--- src/rtl/instr_pkg.sv ---
// Shared constants and the loader state encoding for the instruction-memory writer.
package instr_pkg;

    localparam int          A_length   = 12;
    localparam int          D_length   = 8;
    localparam logic [31:0] IMEM_BASE  = 32'hBFC00000;
    localparam int          IMEM_BYTES = 4096;

    typedef enum logic [2:0] {
        IDLE   = 3'd0,
        ACCEPT = 3'd1,
        WRITE  = 3'd2,
        DONE   = 3'd3,
        ERR    = 3'd4
    } loader_state_e;

endpackage

--- src/rtl/word_byte_serializer.sv ---
// Holds one captured 32-bit word and presents it one little-endian byte at a time.
module word_byte_serializer (
    input  logic        clk,
    input  logic        rst,
    input  logic        load_i,
    input  logic [31:0] word_i,
    input  logic        advance_i,
    input  logic        clear_i,
    output logic [7:0]  byte_o,
    output logic [1:0]  idx_o,
    output logic        last_byte_o
);

    logic [31:0] word_q;
    logic [1:0]  idx_q;
    logic [1:0]  idx_d;
    logic [7:0]  byte_q;

    assign idx_d = idx_q + 2'd1;

    // byte_q is registered so the memory sees a clean, glitch-free data bus.
    always_ff @(posedge clk or posedge rst) begin
        if (rst) begin
            word_q <= '0;
            idx_q  <= '0;
            byte_q <= '0;
        end else if (load_i) begin
            word_q <= word_i;
            idx_q  <= 2'd0;
            byte_q <= word_i[7:0];
        end else if (advance_i) begin
            idx_q  <= idx_d;
            byte_q <= word_q[{idx_d, 3'b000} +: 8];
        end else if (clear_i) begin
            idx_q  <= 2'd0;
            byte_q <= '0;
        end
    end

    assign byte_o      = byte_q;
    assign idx_o       = idx_q;
    assign last_byte_o = (idx_q == 2'd3);

endmodule

--- src/rtl/instr_mem_loader.sv ---
// Accepts 32-bit instruction words over valid/ready and writes them byte-wise,
// little-endian, into the 4096 x 8 instruction memory starting at a word-aligned offset.
module instr_mem_loader
    import instr_pkg::*;
#(
    parameter int A_length = instr_pkg::A_length,
    parameter int D_length = instr_pkg::D_length
) (
    input  logic                clk,
    input  logic                rst,
    input  logic                start,
    input  logic [A_length-1:0] base_addr,
    input  logic                word_valid,
    input  logic [31:0]         word_data,
    input  logic                word_last,
    output logic                word_ready,
    output logic                wr_en,
    output logic [A_length-1:0] wr_addr,
    output logic [D_length-1:0] wr_data,
    output logic                busy,
    output logic                done,
    output logic                err
);

    localparam int PW = A_length - 2;

    // Handshake: a word transfers on a rising clk edge where word_valid & word_ready;
    // the source holds word_data/word_last stable until then, and may drop valid freely.

    loader_state_e  state_q;
    logic [PW-1:0]  ptr_q;
    logic           full_q;
    logic           last_q;
    logic           wr_en_q;
    logic [A_length-1:0] wr_addr_q;
    logic           busy_q;
    logic           done_q;
    logic           err_q;

    logic           hs;
    logic           ser_load;
    logic           ser_advance;
    logic           ser_clear;
    logic [7:0]     ser_byte;
    logic [1:0]     ser_idx;
    logic [1:0]     wr_idx_d;
    logic           ser_last;
    logic           unused_base_bits;

    assign unused_base_bits = ^base_addr[1:0];

    assign hs          = (state_q == ACCEPT) && word_valid;
    assign ser_load    = hs && !full_q;
    assign ser_advance = (state_q == WRITE) && !ser_last;
    assign ser_clear   = (state_q == WRITE) && ser_last;
    assign wr_idx_d    = ser_idx + 2'd1;

    word_byte_serializer u_ser (
        .clk         (clk),
        .rst         (rst),
        .load_i      (ser_load),
        .word_i      (word_data),
        .advance_i   (ser_advance),
        .clear_i     (ser_clear),
        .byte_o      (ser_byte),
        .idx_o       (ser_idx),
        .last_byte_o (ser_last)
    );

    always_ff @(posedge clk or posedge rst) begin
        if (rst) begin
            state_q   <= IDLE;
            ptr_q     <= '0;
            full_q    <= 1'b0;
            last_q    <= 1'b0;
            wr_en_q   <= 1'b0;
            wr_addr_q <= '0;
            busy_q    <= 1'b0;
            done_q    <= 1'b0;
            err_q     <= 1'b0;
        end else begin
            case (state_q)
                IDLE, DONE, ERR: begin
                    if (start) begin
                        ptr_q   <= base_addr[A_length-1:2];
                        full_q  <= 1'b0;
                        done_q  <= 1'b0;
                        err_q   <= 1'b0;
                        busy_q  <= 1'b1;
                        state_q <= ACCEPT;
                    end
                end
                ACCEPT: begin
                    if (hs) begin
                        if (full_q) begin
                            err_q   <= 1'b1;
                            busy_q  <= 1'b0;
                            state_q <= ERR;
                        end else begin
                            last_q    <= word_last;
                            wr_en_q   <= 1'b1;
                            wr_addr_q <= {ptr_q, 2'b00};
                            state_q   <= WRITE;
                        end
                    end
                end
                WRITE: begin
                    if (ser_last) begin
                        wr_en_q   <= 1'b0;
                        wr_addr_q <= '0;
                        // The top slot saturates into the full flag instead of wrapping.
                        if (&ptr_q) full_q <= 1'b1;
                        else        ptr_q  <= ptr_q + PW'(1);
                        if (last_q) begin
                            done_q  <= 1'b1;
                            busy_q  <= 1'b0;
                            state_q <= DONE;
                        end else begin
                            state_q <= ACCEPT;
                        end
                    end else begin
                        wr_addr_q <= {ptr_q, wr_idx_d};
                    end
                end
                default: begin
                    wr_en_q <= 1'b0;
                    busy_q  <= 1'b0;
                    state_q <= IDLE;
                end
            endcase
        end
    end

    assign word_ready = (state_q == ACCEPT);
    assign wr_en      = wr_en_q;
    assign wr_addr    = wr_addr_q;
    assign wr_data    = D_length'(ser_byte);
    assign busy       = busy_q;
    assign done       = done_q;
    assign err        = err_q;

endmodule

--- config.mk ---
export PLATFORM = sky130hd
export DESIGN_NAME = instr_mem_loader
export DESIGN_NICKNAME = d
export VERILOG_FILES = /design/src/rtl/instr_pkg.sv /design/src/rtl/word_byte_serializer.sv /design/src/rtl/instr_mem_loader.sv
export SDC_FILE = /design/constraint.sdc
export NUM_CORES = 1
export LEC_CHECK = 0
export CAP_MARGIN = 30
export CORE_MARGIN = 2
export CORE_UTILIZATION = 55
export DETAILED_ROUTE_END_ITERATION = 10
export MAX_ROUTING_LAYER = met4
export PLACE_DENSITY_LB_ADDON = 0.08
export SLEW_MARGIN = 20
export SYNTH_ARGS = -nofsm -noshare
export SYNTH_HDL_FRONTEND = slang
export SYNTH_SLANG_ARGS = --single-unit
--- constraint.sdc ---
create_clock -name clk -period 6.3 [get_ports clk]
set_clock_uncertainty 0.1 [all_clocks]
set_input_delay 0.945 -clock clk [delete_from_list [all_inputs] [get_ports clk]]
set_output_delay 0.945 -clock clk [all_outputs]
set_load 0.02 [all_outputs]
==> impl_metrics.toml, run 1 <==
[critical_path]
crit_fanout = 16
max_stage_delay_ns = 0.67
crit_family = "buffers and inverters"
path_class = "register to output port"
critPathSlowestCell = "dfrtp_1"
path_cells = "or3b_1, inv_2, clkdlybuf4s50_1"
critPathCaptureType = "output port"
crit_buf_inv = 2
start_kind = "register"
critPathRequiredTime_ns = 5.25
worst_ep_arrival_time_ns = 2.19

[global_routing]
grt.overflow.total = 0
grt_max_degree = 74
antenna_found_initial = 0
grt_usage_pct = 23.75
grt_pass1_vias = 2657
grt_first_pass_wirelength_mm = 12.85

[place]
gp_congestion = 0.8255
place_inst = 429
dpl_cell_area_mm2 = 0.004177
port_buffers = 71
place_ws_ns = 3.078
place_hpwl_mm = 4.963

[status]
status = "finished, final reports clean"

[floorplanning]
num_rows = 28
start_util_pct = 57.66
coreArea_mm2 = 0.005991
ios = 74
die_area_mm2 = 0.006931
die_x_um = 83.25
die_y_um = 83.25

[clocking]
clk_pin_slew_ns = 0.07
clockBufferDepth = 2
cts_tree = "done"
cts-root-buf = "clkbuf_8"
cts_max_level = 3
cts_resized = 0
clock_sinks = 73
post_cts_buffers = 0
clock_latency_ns = 0.34
postCtsHoldBufs = 0
cts_buffers = 9

[route]
routed_via_density = 5.865
via_count = 2610
wirelength_mm = 7.500
wire_per_inst_um = 16.85
drc = 0
final_antenna_net_count = 0
drt_iter0_drc = 254
dr.pass1.iters = 4

[cells_and_area]
drive_gt1_share_pct = 10.00
finalInstanceArea_mm2 = 0.004390
fin_util_pct = 73.29
num-nets-final = 417
antennaDiodeCount = 0
final_cells = 445
area_delta_synth_final_pct = 27.09

[sta]
setup_ws_ns = 3.066
finalCriticalPeriod_ns = 3.234
hold_ws_ns = 0.3782
tightest_slew_ns = 0.9217
fin_tns_setup_ns = 0
slew_viol_final = 0
clock.fmax_mhz = 309.2
setup_viol = 0
relSlewSlack_pct = 38.55
rsz0062_at_grt = "no"
finalCritPeriodShare_pct = 51.34
finalHoldViolCount = 0

[synth]
synth_top_cell_by_area = "dfrtp_1"
synth_top_area_share_pct = 52.88
synth_commonest_cells = "dfrtp_1, nand2_1, mux2_1, a21oi_1, o21ai_0"
ys_warn_count = 0
synth_edf_count = 0
synthCells = 301
synth_nets = 352
async_reset_ff_share_pct = 100.0
synthesis.area_mm2 = 0.003455
yosysUniqueCellTypes = 48
syn_avg_cell_area_um2 = 11.48
ys_ff_latch = 73
ys.flop_type = "dfrtp_1"
synth_seq_area_share_pct = 52.88
synth.top_cells.by_area = "dfrtp_1, mux2_1, mux4_2"
synth_most_common_cell = "dfrtp_1"

[power_and_ir_drop]
power_mw = 2.338
ir_drop_v = 0.0003238
p_leak_nw = 1.896
power_density_mw_per_mm2 = 532.5

[hold_path]
hold_path.class = "register to register"

[run]
cap_violations = 0
worst register-to-register path: cells and delay by family (launching register included):
kind            cells  cell delay (ns)
compound gates      1             0.13
fa+ha+maj           1             0.39
flops               1             0.73
simple gates        3             1.49
worst paths after layout:
kind                                start               end  cells past startpoint  slack (ns)
max reg2reg                u_ser.idx_o[0]          ptr_q[4]                      5        3.32
min                            wr_addr[8]        wr_addr[8]                      2        0.38
max                            state_q[0]        word_ready                      3        3.07
max in group asynchronous             rst  u_ser.word_q[19]                      4        4.65
min in group asynchronous             rst  u_ser.word_q[17]                      3        0.89
min reg2reg                    wr_addr[8]        wr_addr[8]                      2        0.38
placed cells by master (no fill, tap or decap), drive strengths merged, types with 4 or more instances in the layout:
master and n:
nand2 33, a31oi 5, inv 12, buf 4, nand2b 4, mux2 33, mux4 8, clkdlybuf4s50 71
a21oi 19, a222oi 8, nor2 9, o21ai 20, clkbuf 10, nand3 12, dfrtp 73, nor3 4
power breakdown:
group          switching (mW)  internal [mW]
registers               0.207          0.703
clock network           0.171          0.191
logic                   0.531          0.535
cells by family after synthesis:
family | count (synthesis) | share of synthesized area [%]
flip-flops | 73 | 52.88
adder cells (fa/ha/maj) | 2 | 0.7243
multiplexers | 43 | 16.55
AO/OA/AOI/OAI | 66 | 12.10
buffers and inverters | 33 | 4.564
AND/OR/NAND/NOR | 84 | 13.18
sequential cells by signal (all words and copies together) (netlist names):
signal	flops
busy	1
done	1
err	1
full_q	1
last_q	1
ptr_q	10
state_q	3
u_ser.byte_o	8
u_ser.idx_o	2
u_ser.word_q	32
wr_addr	12
wr_en	1
final cells by class:
class                   count  area [µm²]
multi-input cells         195        1478
fillers                   425        1600
clock buffers              10       137.6
repair buffers             75       753.2
inverters                  12       45.04
clock inverters             5       56.30
well taps                  75       93.84
flip-flops and latches     73        1827
layer usage:
| metal | global-route usage [%] | up-vias | wire (µm) |
|---|---|---|---|
| met1 | 32.02 | 1286 | 3235 |
| met3 | 5.467 | 13 | 368 |
| met2 | 36.00 | 81 | 3753 |
| li1 | - | 1230 | - |
| met5 | - | - | 0 |
| met4 | 7.750 | 0 | 142 |
Note: power is estimated with default switching activity, not from simulation.
==> run 2, diff against run 1 <==
CORE_UTILIZATION = 51   (was 55)
clock period = 3.06 ns   (was 6.3 ns; I/O delays follow)
==> run 2 against run 1 <==
Effect of this change: sequential cell count did not move; highest routed layer unchanged; worst hold slack barely moved; critical path depth unchanged.
==> impl_metrics.toml, run 2 (synthesized netlist as in run 1, its figures left out) <==
[status]
status = "finished, final reports clean"

[hold_path]
hold_path.class = "register to register"

[route]
dr.pass1.iters = 5
wirelength_mm = 7.401
drc = 0
drt_iter0_drc = 143
wire_per_inst_um = 16.41
via_count = 2617
final_antenna_net_count = 0
routed_via_density = 5.803

[critical_path]
critPathRequiredTime_ns = 2.50
critPathSlowestCell = "dfrtp_1"
path_cells = "or3b_1, inv_2, clkdlybuf4s50_1"
crit_family = "buffers and inverters"
crit_fanout = 16
crit_buf_inv = 2
critPathCaptureType = "output port"
worst_ep_arrival_time_ns = 2.16
max_stage_delay_ns = 0.66
path_class = "register to output port"
start_kind = "register"

[global_routing]
grt_first_pass_wirelength_mm = 12.73
grt_max_degree = 74
grt_pass1_vias = 2538
grt_usage_pct = 22.54
antenna_found_initial = 0
grt.overflow.total = 0

[place]
gp_congestion = 0.8335
dpl_cell_area_mm2 = 0.004234
port_buffers = 71
place_hpwl_mm = 4.900
place_ws_ns = 0.6579

[clocking]
cts_tree = "done"
cts_buffers = 9
cts_max_level = 3
clockBufferDepth = 2
clock_latency_ns = 0.34
post_cts_buffers = 0
cts-root-buf = "clkbuf_8"
cts_resized = 0
postCtsHoldBufs = 0
clk_pin_slew_ns = 0.08
clock_sinks = 73

[sta]
clock.fmax_mhz = 367.6
finalHoldViolCount = 0
finalCritPeriodShare_pct = 88.90
slew_viol_final = 0
fin_tns_setup_ns = 0
setup_ws_ns = 0.3397
finalCriticalPeriod_ns = 2.720
setup_viol = 0
tightest_slew_ns = 0.5271
relSlewSlack_pct = 64.66
rsz0062_at_grt = "no"

[floorplanning]
ios = 74
start_util_pct = 53.49
die_area_mm2 = 0.007448
coreArea_mm2 = 0.006459
num_rows = 29
die_x_um = 86.30
die_y_um = 86.30

[run]
cap_violations = 0

[cells_and_area]
mostFrequentLayoutCells = "dfrtp_1, clkdlybuf4s50_1, nand2_1"
drive_gt1_share_pct = 10.70
finalInstanceArea_mm2 = 0.004454
largest_register_ffs = 32
mostFrequentLayoutCell = "dfrtp_1"
antennaDiodeCount = 0
num-nets-final = 420
area_delta_synth_final_pct = 28.94
regMostFlops = "u_ser.word_q"

[power_and_ir_drop]
ir_drop_v = 0.0004619
p_leak_nw = 1.930
power_mw = 4.937
power_density_mw_per_mm2 = 1108
-- run 2: changes by cell type in the layout (fill, tap and decap cells not counted) --
cell | previous run | this run
buf_12 | 1 | 2
clkinvlp_4 | 1 | 0
clkbuf_1 | 0 | 1
bufinv_16 | 1 | 2
buf_4 | 3 | 5
-- run 2: metal layers --
metal / GRT usage (%) / share of wire [%] / vias up / wire [µm]
li1: - / - / 1247 / -
met1: 29.97 / 43 / 1290 / 3202
met2: 35.24 / 51 / 73 / 3751
met3: 4.286 / 5.2 / 7 / 382
met4: 7.670 / 0.86 / 0 / 64
met5: - / 0 / - / 0
-- run 2: tightest hold or removal path: stages, from the launching register on --
cell and delay, ns:
dfrtp_1 0.35, nand2_1 0.04, o21ai_0 0.06
-- run 2: worst paths after layout --
| path | from | end | slack (ns) | depth (start not counted) |
|---|---|---|---|---|
| max in group asynchronous | rst | u_ser.word_q[29] | 2.14 | 3 |
| worst max-delay path | state_q[0] | word_ready | 0.34 | 3 |
| worst max register to register | u_ser.idx_o[0] | ptr_q[4] | 0.70 | 6 |
| worst min register to register | wr_addr[9] | wr_addr[9] | 0.38 | 2 |
| min in group asynchronous | rst | err | 0.41 | 3 |
| worst min-delay path | wr_addr[9] | wr_addr[9] | 0.38 | 2 |
-- run 2: final cells by class --
type	count	area [µm²]
Multi-Input combinational cell	195	1478
Inverter	12	45.04
Tap cell	77	96.34
Fill cell	506	2004
Timing Repair Buffer	78	788.3
Sequential cell	73	1827
Clock inverter	5	78.83
Clock buffer	11	141.4
-- run 2: through the flow --
step | utilization (%) | hold slack (ns) | instances
floorplan | - | 0.3524 | 301
global placement | 65.56 | 0.3608 | 435
detailed placement | 65.56 | 0.3693 | 435
CTS | 68.97 | 0.3882 | 451
global route | 68.97 | 0.4055 | 451
finish | 68.97 | 0.3777 | 451
-- run 2: power breakdown --
group / internal [mW] / switching (mW)
registers: 1.45 / 0.390
logic: 1.14 / 1.12
clock network: 0.481 / 0.357
